## src/rtl/network_scheduler_pkg.sv

```systemverilog
// Shared types and constants for the inference-datapath scheduler.
// Vector elements are signed Q8.8.
package network_scheduler_pkg;

  localparam int unsigned DATA_W = 16;
  localparam int unsigned FRAC_W = 8;

  typedef enum logic [1:0] {
    S_IDLE,
    S_START,
    S_WAIT,
    S_RESP
  } state_e;

  function automatic int unsigned id_width(input int unsigned r);
    return (r > 1) ? $clog2(r) : 1;
  endfunction

endpackage

```

## src/rtl/network_scheduler_rr_arbiter.sv

```systemverilog
// Combinational round-robin pick: first asserted request at or after ptr_i,
// wrapping from R-1 back to 0.
module rr_arbiter
  import network_scheduler_pkg::*;
#(
  parameter int unsigned R  = 4,
  parameter int unsigned IW = id_width(R)
) (
  input  logic [R-1:0]  req_i,
  input  logic [IW-1:0] ptr_i,
  output logic [R-1:0]  grant_o,
  output logic [IW-1:0] idx_o,
  output logic          any_o
);

  int unsigned   cand;
  logic [IW-1:0] cand_idx;

  always_comb begin
    grant_o  = '0;
    idx_o    = '0;
    any_o    = 1'b0;
    cand     = 0;
    cand_idx = '0;
    for (int unsigned i = 0; i < R; i++) begin
      cand = 32'(ptr_i) + i;
      if (cand >= R) cand = cand - R;
      cand_idx = IW'(cand);
      if (!any_o && req_i[cand_idx]) begin
        any_o           = 1'b1;
        grant_o[cand_idx] = 1'b1;
        idx_o           = cand_idx;
      end
    end
  end

endmodule

```

## src/rtl/network_scheduler.sv

```systemverilog
// Round-robin sharing of one start/done inference datapath among R requesters,
// with a per-run watchdog and a tagged valid/ready response channel.
module network_scheduler
  import network_scheduler_pkg::*;
#(
  parameter int unsigned N       = 4,
  parameter int unsigned R       = 4,
  parameter int unsigned TIMEOUT = 1024
) (
  input  logic                     clk,
  input  logic                     rst_n,
  input  logic [R-1:0]             req_valid,
  input  logic [R*N*DATA_W-1:0]    req_x,
  output logic [R-1:0]             req_ready,
  output logic                     net_start,
  output logic [N*DATA_W-1:0]      net_x,
  input  logic [N*DATA_W-1:0]      net_y,
  input  logic                     net_done,
  output logic                     rsp_valid,
  input  logic                     rsp_ready,
  output logic [id_width(R)-1:0]   rsp_id,
  output logic [N*DATA_W-1:0]      rsp_y,
  output logic                     rsp_err,
  output logic                     busy
);

  localparam int unsigned IW = id_width(R);
  localparam int unsigned VW = N * DATA_W;
  localparam int unsigned CW = $clog2(TIMEOUT);
  localparam logic [CW-1:0] CNT_LAST = CW'(TIMEOUT - 1);
  localparam logic [IW-1:0] ID_LAST  = IW'(R - 1);

  state_e        state_q, state_d;
  logic [IW-1:0] ptr_q, ptr_d;
  logic [IW-1:0] id_q, id_d;
  logic [VW-1:0] x_q, x_d;
  logic [VW-1:0] y_q, y_d;
  logic          err_q, err_d;
  logic [CW-1:0] cnt_q, cnt_d;

  logic [R-1:0]  arb_grant;
  logic [IW-1:0] arb_idx;
  logic          arb_any;
  logic [VW-1:0] sel_x;

  rr_arbiter #(.R(R), .IW(IW)) u_arb (
    .req_i   (req_valid),
    .ptr_i   (ptr_q),
    .grant_o (arb_grant),
    .idx_o   (arb_idx),
    .any_o   (arb_any)
  );

  always_comb begin
    sel_x = '0;
    for (int unsigned k = 0; k < R; k++) begin
      if (IW'(k) == arb_idx) sel_x = req_x[k*VW +: VW];
    end
  end

  always_comb begin
    state_d   = state_q;
    ptr_d     = ptr_q;
    id_d      = id_q;
    x_d       = x_q;
    y_d       = y_q;
    err_d     = err_q;
    cnt_d     = cnt_q;
    req_ready = '0;
    net_start = 1'b0;
    rsp_valid = 1'b0;
    unique case (state_q)
      S_IDLE: begin
        if (arb_any) begin
          req_ready = arb_grant;
          x_d       = sel_x;
          id_d      = arb_idx;
          ptr_d     = (arb_idx == ID_LAST) ? '0 : arb_idx + 1'b1;
          state_d   = S_START;
        end
      end
      S_START: begin
        net_start = 1'b1;
        cnt_d     = '0;
        state_d   = S_WAIT;
      end
      S_WAIT: begin
        // done takes priority over expiry in the same cycle; the counter is
        // held on exit so it never wraps
        if (net_done) begin
          y_d     = net_y;
          err_d   = 1'b0;
          state_d = S_RESP;
        end else if (cnt_q == CNT_LAST) begin
          y_d     = '0;
          err_d   = 1'b1;
          state_d = S_RESP;
        end else begin
          cnt_d = cnt_q + 1'b1;
        end
      end
      S_RESP: begin
        rsp_valid = 1'b1;
        if (rsp_ready) state_d = S_IDLE;
      end
      default: state_d = S_IDLE;
    endcase
  end

  always_ff @(posedge clk or negedge rst_n) begin
    if (!rst_n) begin
      state_q <= S_IDLE;
      ptr_q   <= '0;
      id_q    <= '0;
      x_q     <= '0;
      y_q     <= '0;
      err_q   <= 1'b0;
      cnt_q   <= '0;
    end else begin
      state_q <= state_d;
      ptr_q   <= ptr_d;
      id_q    <= id_d;
      x_q     <= x_d;
      y_q     <= y_d;
      err_q   <= err_d;
      cnt_q   <= cnt_d;
    end
  end

  assign net_x   = x_q;
  assign rsp_id  = id_q;
  assign rsp_y   = y_q;
  assign rsp_err = err_q;
  assign busy    = (state_q != S_IDLE);

endmodule

```

## config.mk

```make
export PLATFORM = sky130hd
export DESIGN_NAME = network_scheduler
export DESIGN_NICKNAME = d
export VERILOG_FILES = /design/src/rtl/network_scheduler_pkg.sv /design/src/rtl/network_scheduler_rr_arbiter.sv /design/src/rtl/network_scheduler.sv
export SDC_FILE = /design/constraint.sdc
export NUM_CORES = 1
export LEC_CHECK = 0
export CAP_MARGIN = 10
export CELL_PAD_IN_SITES_DETAIL_PLACEMENT = 0
export CELL_PAD_IN_SITES_GLOBAL_PLACEMENT = 1
export CORE_AREA = 2 2 181 183
export CTS_BUF_LIST = sky130_fd_sc_hd__clkbuf_8
export DETAILED_ROUTE_END_ITERATION = 8
export DIE_AREA = 0 0 183 185
export GPL_TIMING_DRIVEN = 0
export PLACE_DENSITY = 0.8
export SLEW_MARGIN = 20
export SYNTH_ARGS = -nofsm -noshare
export SYNTH_HDL_FRONTEND = slang
export SYNTH_HIERARCHICAL = 1
export SYNTH_SLANG_ARGS = --single-unit
```

## constraint.sdc

```tcl
create_clock -name clk -period 4.05 [get_ports clk]
set_clock_uncertainty 0.15 [all_clocks]
set_input_delay 0.81 -clock clk [delete_from_list [all_inputs] [get_ports clk]]
set_output_delay 0.81 -clock clk [all_outputs]
set_load 0.005 [all_outputs]
```

==> results of run 1 <==
-- power breakdown --
part           internal, uW  switching, uW
clock                   489            713
sequential             2150            422
combinational          3970           4310
-- metal layers --
metal	wire length, um	up-vias	part of all wire (%)	global-route usage (%)
li1	-	3991	-	-
met1	15700	4257	44	27.0
met2	17600	325	49	33.8
met3	1940	29	5.4	3.58
met4	509	0	1.4	5.12
met5	0	-	0	0
-- repair_timing --
| item | in CTS | in global routing |
|---|---|---|
| cloned | 0 | 0 |
| endpoints found under the setup margin | 66 | 59 |
| buffers inserted | 5 | 5 |
| pin swaps | 1 | 3 |
| hold endpoints to repair | 0 | 0 |
| gates resized for setup | 19 | 21 |
-- worst max-delay path, cell delays in order --
cell and delay, ns:
dlygate4sd2_1 0.29, mux4_1 0.64, and2b_2 0.29, o21ai_0 0.21
o31ai_2 0.17, inv_1 0.13, ha_1 0.17, buf_2 0.29
buf_1 0.57, a221oi_1 0.11, a211o_1 0.37, a21oi_1 0.14
-- final cells by class --
| type | instances | area, um2 |
|---|---|---|
| tap | 408 | 510 |
| multi-input combinational | 508 | 3560 |
| clock buffer | 18 | 248 |
| timing repair buffer | 476 | 4760 |
| fill | 3175 | 18500 |
| inverter | 74 | 278 |
| clock inverter | 14 | 163 |
| sequential | 145 | 3630 |
| buffer | 74 | 395 |
-- cells by family after synthesis --
group / count (synthesis) / share of synthesized area (%)
AO/OA/AOI/OAI: 358 / 33.2
flip-flops: 145 / 46.5
buffers and inverters: 148 / 8.16
multiplexers: 9 / 1.92
AND/OR/NAND/NOR: 126 / 7.82
adder cells (fa/ha/maj): 15 / 2.40
-- registers in the layout, summed over array words and instances, names as in the netlist --
name     flops
state_q      2
ptr_q        2
rsp_y       64
net_x       64
rsp_id       2
rsp_err      1
cnt_q       10
-- per-stage QoR --
step	setup TNS, ns	util, %	power [uW]	instances	setup WS [ns]
2_1_floorplan	0	-	7070	801	0.512
3_3_place_gp	-664.50	40.5	10600	1674	-4.31
3_5_place_dp	-47.03	40.6	10600	1675	-0.836
4_1_cts	0	42.1	12000	1712	0.00964
5_1_grt	-0.0137	42.3	12900	1717	-0.0137
6_report	0	42.3	12100	1717	0.0652
-- how the worst max path moves through the flow --
stage	to	slack (ns)	startpoint	cells after the start
after floorplan	net_x[0]	0.51	req_valid[2]	13
after global placement	net_x[49]	-4.31	rst_n	1
after detailed placement	net_x[21]	-0.84	req_valid[3]	10
after CTS	req_ready[0]	0.01	ptr_q[0]	10
after global routing	req_ready[2]	-0.01	ptr_q[0]	10
final	net_x[13]	0.07	req_valid[0]	12
-- layout by cell type (no fill, tap or decap), types with 11 or more instances in the layout --
| cell type | synthesis | layout |
|---|---|---|
| a211o_1 | 64 | 64 |
| a22o_1 | 64 | 64 |
| dfrtp_1 | 145 | 143 |
| nor2_1 | 70 | 70 |
| a221oi_1 | 63 | 63 |
| clkbuf_8 | 0 | 18 |
| nand2_1 | 16 | 16 |
| a21oi_1 | 131 | 131 |
| clkbuf_1 | 54 | 45 |
| buf_4 | 0 | 11 |
| ha_1 | 15 | 14 |
| inv_1 | 74 | 73 |
| clkdlybuf4s50_1 | 0 | 457 |
==> out/qor.yml, run 1 <==
outcome: "complete, no violations"
antenna_cells: 0
grt_pass1_vias: 8431
grt_overflow: 0
wl_per_cell_um: 20.9
synth_common_cells: "dfrtp_1 (145), a21oi_1 (131), inv_1 (74)"
cts_buffers: 17
crit_fanout: 10
holdWs_ns: 0.137
min_period_ns: 3.98
r2r_start: "ptr_q[1]"
worst_slew_pin_slew_ns: 0.816
slew_viol_final: 0
placedInstanceArea_mm2: 0.0130
drt_first_pass_iters: 7
place_congestion: 0.861
power.density_mw_per_mm2: 890
hp-class: "primary input to asynchronous set/reset pin"
hold_buffers: 0
ys.flop_type: "dfrtp_1"
clk_pin_slew_worst_paths_ns: 0.11
end_kind: "flip-flop"
leakage_uw: 0.00587
yosysWarnings: 6
synth_area_mm2: 0.00781
std_cell_rows: 66
wl_mm: 35.8
io_pins: 466
cts.sink_count: 145
dp_hpwl_mm: 27.8
die_h_um: 185
synth_top_cell_by_area: "dfrtp_1"
synth.avg_cell_area_um2: 9.75
cts.path.max_buffers: 2
start_kind: "primary input"
grt_max_degree: 78
synth_seq_cells: 145
grt_pass1_wl_mm: 51.6
synth.top_cell.area_share_pct: 46.5
critPathRequiredTime_ns: 4.26
die_w_um: 183
synth_edf_count: 0
via_per_inst: 5.01
synthCells: 801
cts_tree: "done"
critPathKind: "primary input to flip-flop"
die_area_mm2: 0.0339
final-setup-viol-count: 0
slew_headroom_pct: 45.6
ir_worst_vdd_mv: 0.412
async_reset_ff_share_pct: 100
syn_nets: 1144
port-buffer-count: 465
r2r_slack_ns: 0.16
drive_above_1_share_pct: 7.03
vias: 8602
synth.most_common_cell: "dfrtp_1"
start_util_pct: 24.4
synth.top_cells.by_area: "dfrtp_1 (46%), a21oi_1 (8.4%), a211o_1 (7.2%), a22o_1 (7.2%), a221oi_1 (7.1%)"
nets: 1639
max_freq_ghz: 0.251
drc: 0
hold_viol: 0
core-area_mm2: 0.0320
first_iter_violations: 596
yosysSeqAreaShare_pct: 46.5
critPathArrivalTime_ns: 4.20
clk_latency_ns: 0.43
cts_root_buffer: "clkbuf_8"
reg2reg_depth: 12
final_area_mm2: 0.0135
antenna_left: 0
synth_cell_types: 50
grt_use_total_pct: 20.2
cts_htree_levels: 4
syn2layout_area_growth_pct: 73.5
max-cap-violations: 0
worstReg2RegEnd: "net_x[13]"
antenna_found_initial: 0
period_share_pct: 98.4
(Power assumes the default switching activity.)
==> inputs of run 2 (changes only) <==
Settings changed: ABC_AREA from default to 1, CORE_AREA 2 2 181 183 to default, CORE_ASPECT_RATIO from default to 0.8, CORE_MARGIN from default to 2, CORE_UTILIZATION from default to 27, DIE_AREA 0 0 183 185 to default, PLACE_DENSITY 0.8 to 0.89, SYNTH_HIERARCHICAL 1 to default.
==> out/qor.yml, run 2 <==
grt_max_degree: 90
place_ws_ns: -0.573
final_cell_mix: "nand2_1 (567), clkdlybuf4s50_1 (464), dfrtp_1 (143), o21ai_0 (116), nand3_1 (89)"
grt_pass1_wl_mm: 54.6
crit_fanout: 10
die_h_um: 160
combinationalPowerShare_pct: 70.4
synth.avg_cell_area_um2: 6.95
grt_use_total_pct: 22.3
power.internal_uw: 6190
cts.sink_count: 145
wl_mm: 36.2
nets: 2022
hold_viol: 0
path_delay_family: "buffers and inverters"
grt_overflow: 0
first_iter_violations: 423
yosysWarnings: 0
critPathArrivalTime_ns: 2.88
cts_htree_levels: 4
slew_headroom_pct: 60.3
end_kind: "output port"
slew_viol_final: 0
die_w_um: 200
wl_per_cell_um: 17.2
cp_cell_sequence: "clkdlybuf4s50_1 > inv_1 > nand2_1 > nand3_2 > nand2_2 > nor2_1 > clkbuf_4 > nand4_1 > nand3_1 > nand2_1 > inv_1 > clkdlybuf4s50_1"
ys.flop_type: "dfrtp_1"
drc: 0
synth_area_mm2: 0.00826
worst_slew_pin_slew_ns: 0.595
drt_first_pass_iters: 5
cts_root_buffer: "clkbuf_8"
die_area_mm2: 0.0320
outcome: "complete, no violations"
syn_nets: 1533
hp-class: "primary input to asynchronous set/reset pin"
grt_pass1_vias: 9821
synth.top_cells.by_area: "dfrtp_1 (44%), nand2_1 (26%), o21ai_0 (7.0%), nand3_1 (5.4%), a21oi_1 (4.5%)"
clk_pin_slew_worst_paths_ns: 0.09
antenna_found_initial: 7
dpl.cell_count: 2067
core-area_mm2: 0.0302
synth_cell_types: 30
worstReg2RegEnd: "net_x[43]"
via_per_inst: 4.63
cts.path.max_buffers: 2
clk_latency_ns: 0.46
syn2layout_area_growth_pct: 68.7
start_kind: "primary input"
hold_buffers: 0
r2r_slack_ns: 0.46
port-buffer-count: 465
async_reset_ff_share_pct: 100
swShare_pct: 49.8
max_freq_ghz: 0.260
rsz0062_at_grt: "false"
synthCells: 1188
std_cell_rows: 57
stdcell_count: 2106
vias: 9761
synth_seq_cells: 145
place_congestion: 0.917
cp.buffers_inverters: 5
synth_common_cells: "nand2_1 (567), dfrtp_1 (145), o21ai_0 (116)"
start_util_pct: 27.3
p_sw_uw: 6130
reg2reg_depth: 17
final_util_pct: 46.1
cp_slowest_stage_delay_ns: 0.53
dp_hpwl_mm: 29.1
synth.top_cell.area_share_pct: 43.9
crit_slowest_cell: "clkdlybuf4s50_1"
power.density_mw_per_mm2: 884
max-cap-violations: 0
layout_commonest_cell: "nand2_1"
critPathRequiredTime_ns: 3.09
cts_tree: "done"
period_share_pct: 94.8
io_pins: 466
leakage_uw: 0.00645
cts_buffers: 17
antenna_left: 0
worst_slack_ns: 0.211
ir_worst_vdd_mv: 0.430
synth_top_cell_by_area: "dfrtp_1"
critPathKind: "primary input to output port"
drive_above_1_share_pct: 6.10
synth.most_common_cell: "nand2_1"
pwr-share-clk_pct: 9.5
yosysSeqAreaShare_pct: 43.9
p_seq_share_pct: 20.0
final-setup-viol-count: 0
synth_edf_count: 0
min_period_ns: 3.84
r2r_start: "ptr_q[0]"
==> run 2: cell count changes after synthesis, sizes merged, moves of 57 or more <==
| cell | previous run | this run |
|---|---|---|
| a221oi | 63 | 0 |
| nand3 | 10 | 91 |
| a21oi | 131 | 74 |
| a22o | 64 | 0 |
| o21ai | 11 | 134 |
| nand2 | 16 | 575 |
| a211o | 65 | 0 |
==> run 2: area by class of cell <==
class / count / area, um2
well taps: 413 / 517
repair buffers: 471 / 4720
diodes: 4 / 10.0
fillers: 3113 / 16300
plain buffers: 78 / 388
clock buffers: 17 / 234
clock inverters: 14 / 148
inverters: 36 / 141
multi-input cells: 928 / 4140
flip-flops and latches: 145 / 3630
==> run 2: repair_timing <==
| action | 4_1_cts | 5_1_grt |
|---|---|---|
| gates resized for setup | 3 | 39 |
| gates cloned | 0 | 0 |
| pin swaps | 0 | 1 |
| setup buffers | 0 | 5 |
| endpoints found under the setup margin | 16 | 68 |
==> run 2: how the worst max path moves through the flow <==
stage                     slack [ns]  cells past startpoint    startpoint            to
after CTS                       0.06                     12      ptr_q[1]  req_ready[3]
after global placement         -4.18                      1         rst_n     net_x[30]
final                           0.21                     12  req_valid[3]  req_ready[3]
after floorplan                  1.0                     20      ptr_q[0]     net_x[24]
after global routing           0.005                     13      ptr_q[0]  req_ready[0]
after detailed placement       -0.57                     19  req_valid[3]     net_x[47]
==> run 2: kinds of logic (layout without fill, tap and decap cells) <==
logic type | after synthesis | after routing | synth area share, %
xor+xnor | 4 | 4 | 0.424
buf+inv | 115 | 616 | 6.03
fa+ha+maj | 17 | 17 | 2.57
compound gates | 215 | 215 | 13.2
flops | 145 | 145 | 43.9
simple gates | 692 | 692 | 33.8
other cells | 0 | 4 | 0
==> run 2: metrics by stage <==
stage	hold WS, ns	TNS (ns)	area, um2	power, uW
2_1_floorplan	0.317	0	8260	7450
3_3_place_gp	0.313	-619.40	13400	10900
3_5_place_dp	0.314	-20.25	13500	11000
4_1_cts	0.0941	0	13900	12300
5_1_grt	0.109	0	13900	13700
6_report	0.110	0	13900	12300
==> run 2: layer usage <==
layer	track usage, %	share of wire (%)	vias to the layer above	wire, um
met5	0	0.12	-	43
met4	7.00	2.4	6	852
met3	7.48	8.8	50	3200
met2	40.4	51	355	18300
met1	24.5	38	4533	13800
li1	-	-	4817	-
==> run 2: worst reg2reg max path: stages, from the launching register on <==
cell      delay [ns]
dfrtp_2         0.38
buf_4           0.17
inv_4           0.08
ha_1            0.34
inv_1           0.10
nand3_1         0.09
nand2_1         0.11
nor2_2          0.26
nor2_1          0.07
nand2_1         0.10
nand2_1         0.17
inv_1           0.15
ha_1            0.22
buf_2           0.32
clkbuf_1        0.45
o21ai_0         0.17
nand2_1         0.10
nand2_1         0.05
==> run 2: power groups by stage <==
stage,logic (uW),registers [uW],clock network [uW]
2_1_floorplan,4950,2500,0
3_3_place_gp,8380,2490,0
3_5_place_dp,8530,2490,0
4_1_cts,8580,2470,1220
5_1_grt,9840,2550,1280
6_report,8670,2470,1170
==> inputs of run 3 (changes only) <==
Settings changed: ABC_AREA 1 to default, CORE_AREA from default to 2 2 179 181, CORE_ASPECT_RATIO 0.8 to default, CORE_MARGIN 2 to default, CORE_UTILIZATION 27 to default, DIE_AREA from default to 0 0 181 183, PLACE_DENSITY 0.89 to 0.84.
==> out/qor.yml, run 3 <==
first_iter_violations: 557
place_ws_ns: -0.624
critPathKind: "primary input to output port"
cts_root_buffer: "clkbuf_8"
hold_viol: 0
hold_buffers: 0
via_per_inst: 5.02
final_cell_mix: "clkdlybuf4s50_1 (462), a21oi_1 (198), dfrtp_1 (144), nand2_1 (84), o21ai_0 (81)"
syn_nets: 1250
synth_area_mm2: 0.00814
io_pins: 466
die_h_um: 183
final_util_pct: 43.9
cts_buffers: 17
fillers: 3092
place_congestion: 0.951
start_util_pct: 26.1
ir_worst_vdd_mv: 0.331
cp.depth: 7
antenna_left: 0
power.density_mw_per_mm2: 755
synth_edf_count: 0
die_w_um: 181
hp-class: "primary input to asynchronous set/reset pin"
reg2reg_depth: 15
die_area_mm2: 0.0331
critPathArrivalTime_ns: 2.97
end_kind: "output port"
antenna_found_initial: 0
nets: 1731
grt_pass1_vias: 9226
antenna_cells: 0
cts_setup_buffers: 0
wl_per_cell_um: 20.5
max-cap-violations: 0
period_share_pct: 96.9
holdWs_ns: 0.146
synth_top_cell_by_area: "dfrtp_1"
start_kind: "primary input"
vias: 9032
cp_slowest_stage_delay_ns: 0.64
rsz0062_at_grt: "false"
crit_fanout: 10
slew_viol_final: 0
regArea_mm2: 0.00363
crit_slowest_cell: "clkdlybuf4s50_1"
drc: 0
clk_pin_slew_worst_paths_ns: 0.10
ys.flop_type: "dfrtp_1"
synth_cell_types: 47
grt_overflow: 0
clk_latency_ns: 0.44
synth.most_common_cell: "a21oi_1"
synthCells: 905
cts_htree_levels: 4
final-setup-viol-count: 0
critPathRequiredTime_ns: 3.09
drt_first_pass_iters: 5
cts_tree: "done"
slew_headroom_pct: 59.7
cts.path.max_buffers: 2
outcome: "complete, no violations"
yosysWarnings: 0
grt_use_total_pct: 21.7
port-buffer-count: 463
crit_top_cell: "clkdlybuf4s50_1"
grt_pass1_wl_mm: 55.1
min_period_ns: 3.93
layout_commonest_cell: "clkdlybuf4s50_1"
yosysSeqAreaShare_pct: 44.6
synth.top_cells.by_area: "dfrtp_1 (45%), a21oi_1 (12%), a22o_1 (6.9%), o21a_1 (6.8%), nand3b_1 (6.0%)"
dpl.cell_count: 1771
wl_mm: 36.9
stdcell_count: 1800
syn2layout_area_growth_pct: 68.5
drive_above_1_share_pct: 5.72
max_freq_ghz: 0.255
grt_max_degree: 84
path_delay_family: "buffers and inverters"
multi_input_area_mm2: 0.00410
synth.top_cell.area_share_pct: 44.6
leakage_uw: 0.00537
synth_seq_cells: 145
std_cell_rows: 65
core-area_mm2: 0.0312
cp.buffers_inverters: 3
cp_cell_sequence: "clkdlybuf4s50_1 > nor2_1 > a21oi_1 > clkbuf_4 > o21ai_0 > o22ai_1 > clkdlybuf4s50_1"
synth_common_cells: "a21oi_1 (199), dfrtp_1 (145), nand2_1 (84)"
async_reset_ff_share_pct: 100
dp_hpwl_mm: 29.3
cts.sink_count: 145
synth.avg_cell_area_um2: 9.00
worst_slew_pin_slew_ns: 0.604
worst_slack_ns: 0.124
==> run 3: changes by cell type after synthesis, sizes merged, moves of 8 or more <==
cell,change
o21a,+74
o21ai,-50
nand2,-491
nand3b,+65
nand4,-8
nand3,-81
a21oi,+125
a22o,+64
inv,-26
==> run 3: where the power goes <==
part / leakage, uW / internal (uW) / switching (uW)
sequential: 0.00176 / 2140 / 422
combinational: 0.00342 / 3210 / 3420
clock: 0.000190 / 506 / 668
total: 0.00537 / 5860 / 4510
==> run 3: through the flow <==
stage | TNS (ns) | total power, uW | area, um2
after floorplan | 0 | 6010 | 8140
after global placement | -622.92 | 9100 | 13300
after detailed placement | -19.44 | 9180 | 13300
after CTS | 0 | 10400 | 13700
after global routing | 0 | 11200 | 13700
final | 0 | 10400 | 13700
==> run 3: cell type report <==
type | count | area share [%]
tap | 402 | 3.67
inverter | 9 | 0.246
clock buffer | 17 | 1.71
sequential | 145 | 26.5
buffer | 84 | 2.95
clock inverter | 14 | 1.09
multi-input combinational | 665 | 29.9
timing repair buffer | 464 | 34.0
==> run 3: layer usage <==
metal	global-route usage, %	wire, um
met2	37.9	18400
met3	5.12	2200
met1	27.0	15400
met5	0	0
met4	5.92	811
==> run 3: cell families (layout without fill, tap and decap cells) <==
group / count (synthesis) / after routing / share of synthesized area (%)
buf+inv: 95 / 588 / 5.36
compound gates: 446 / 446 / 33.6
flops: 145 / 145 / 44.6
mux: 6 / 6 / 0.784
xor+xnor: 1 / 1 / 0.108
fa+ha+maj: 17 / 17 / 2.61
simple gates: 195 / 195 / 13.0
==> run 3: worst paths after layout <==
kind | startpoint | to | slack, ns
hold / removal | rst_n | rsp_y[28] | 0.15
hold reg to reg | net_x[62] | net_x[62] | 0.34
min in group clk | net_x[62] | net_x[62] | 0.34
setup / recovery | req_valid[0] | req_ready[2] | 0.12
setup reg to reg | ptr_q[0] | net_x[43] | 0.31
max in group asynchronous | rst_n | net_x[37] | 2.78
==> run 3: repair_timing <==
item | 4_1_cts | 5_1_grt
resized for setup | 4 | 11
endpoints found under the hold margin | 0 | 0
gates cloned | 0 | 0
setup endpoints to repair | 32 | 38
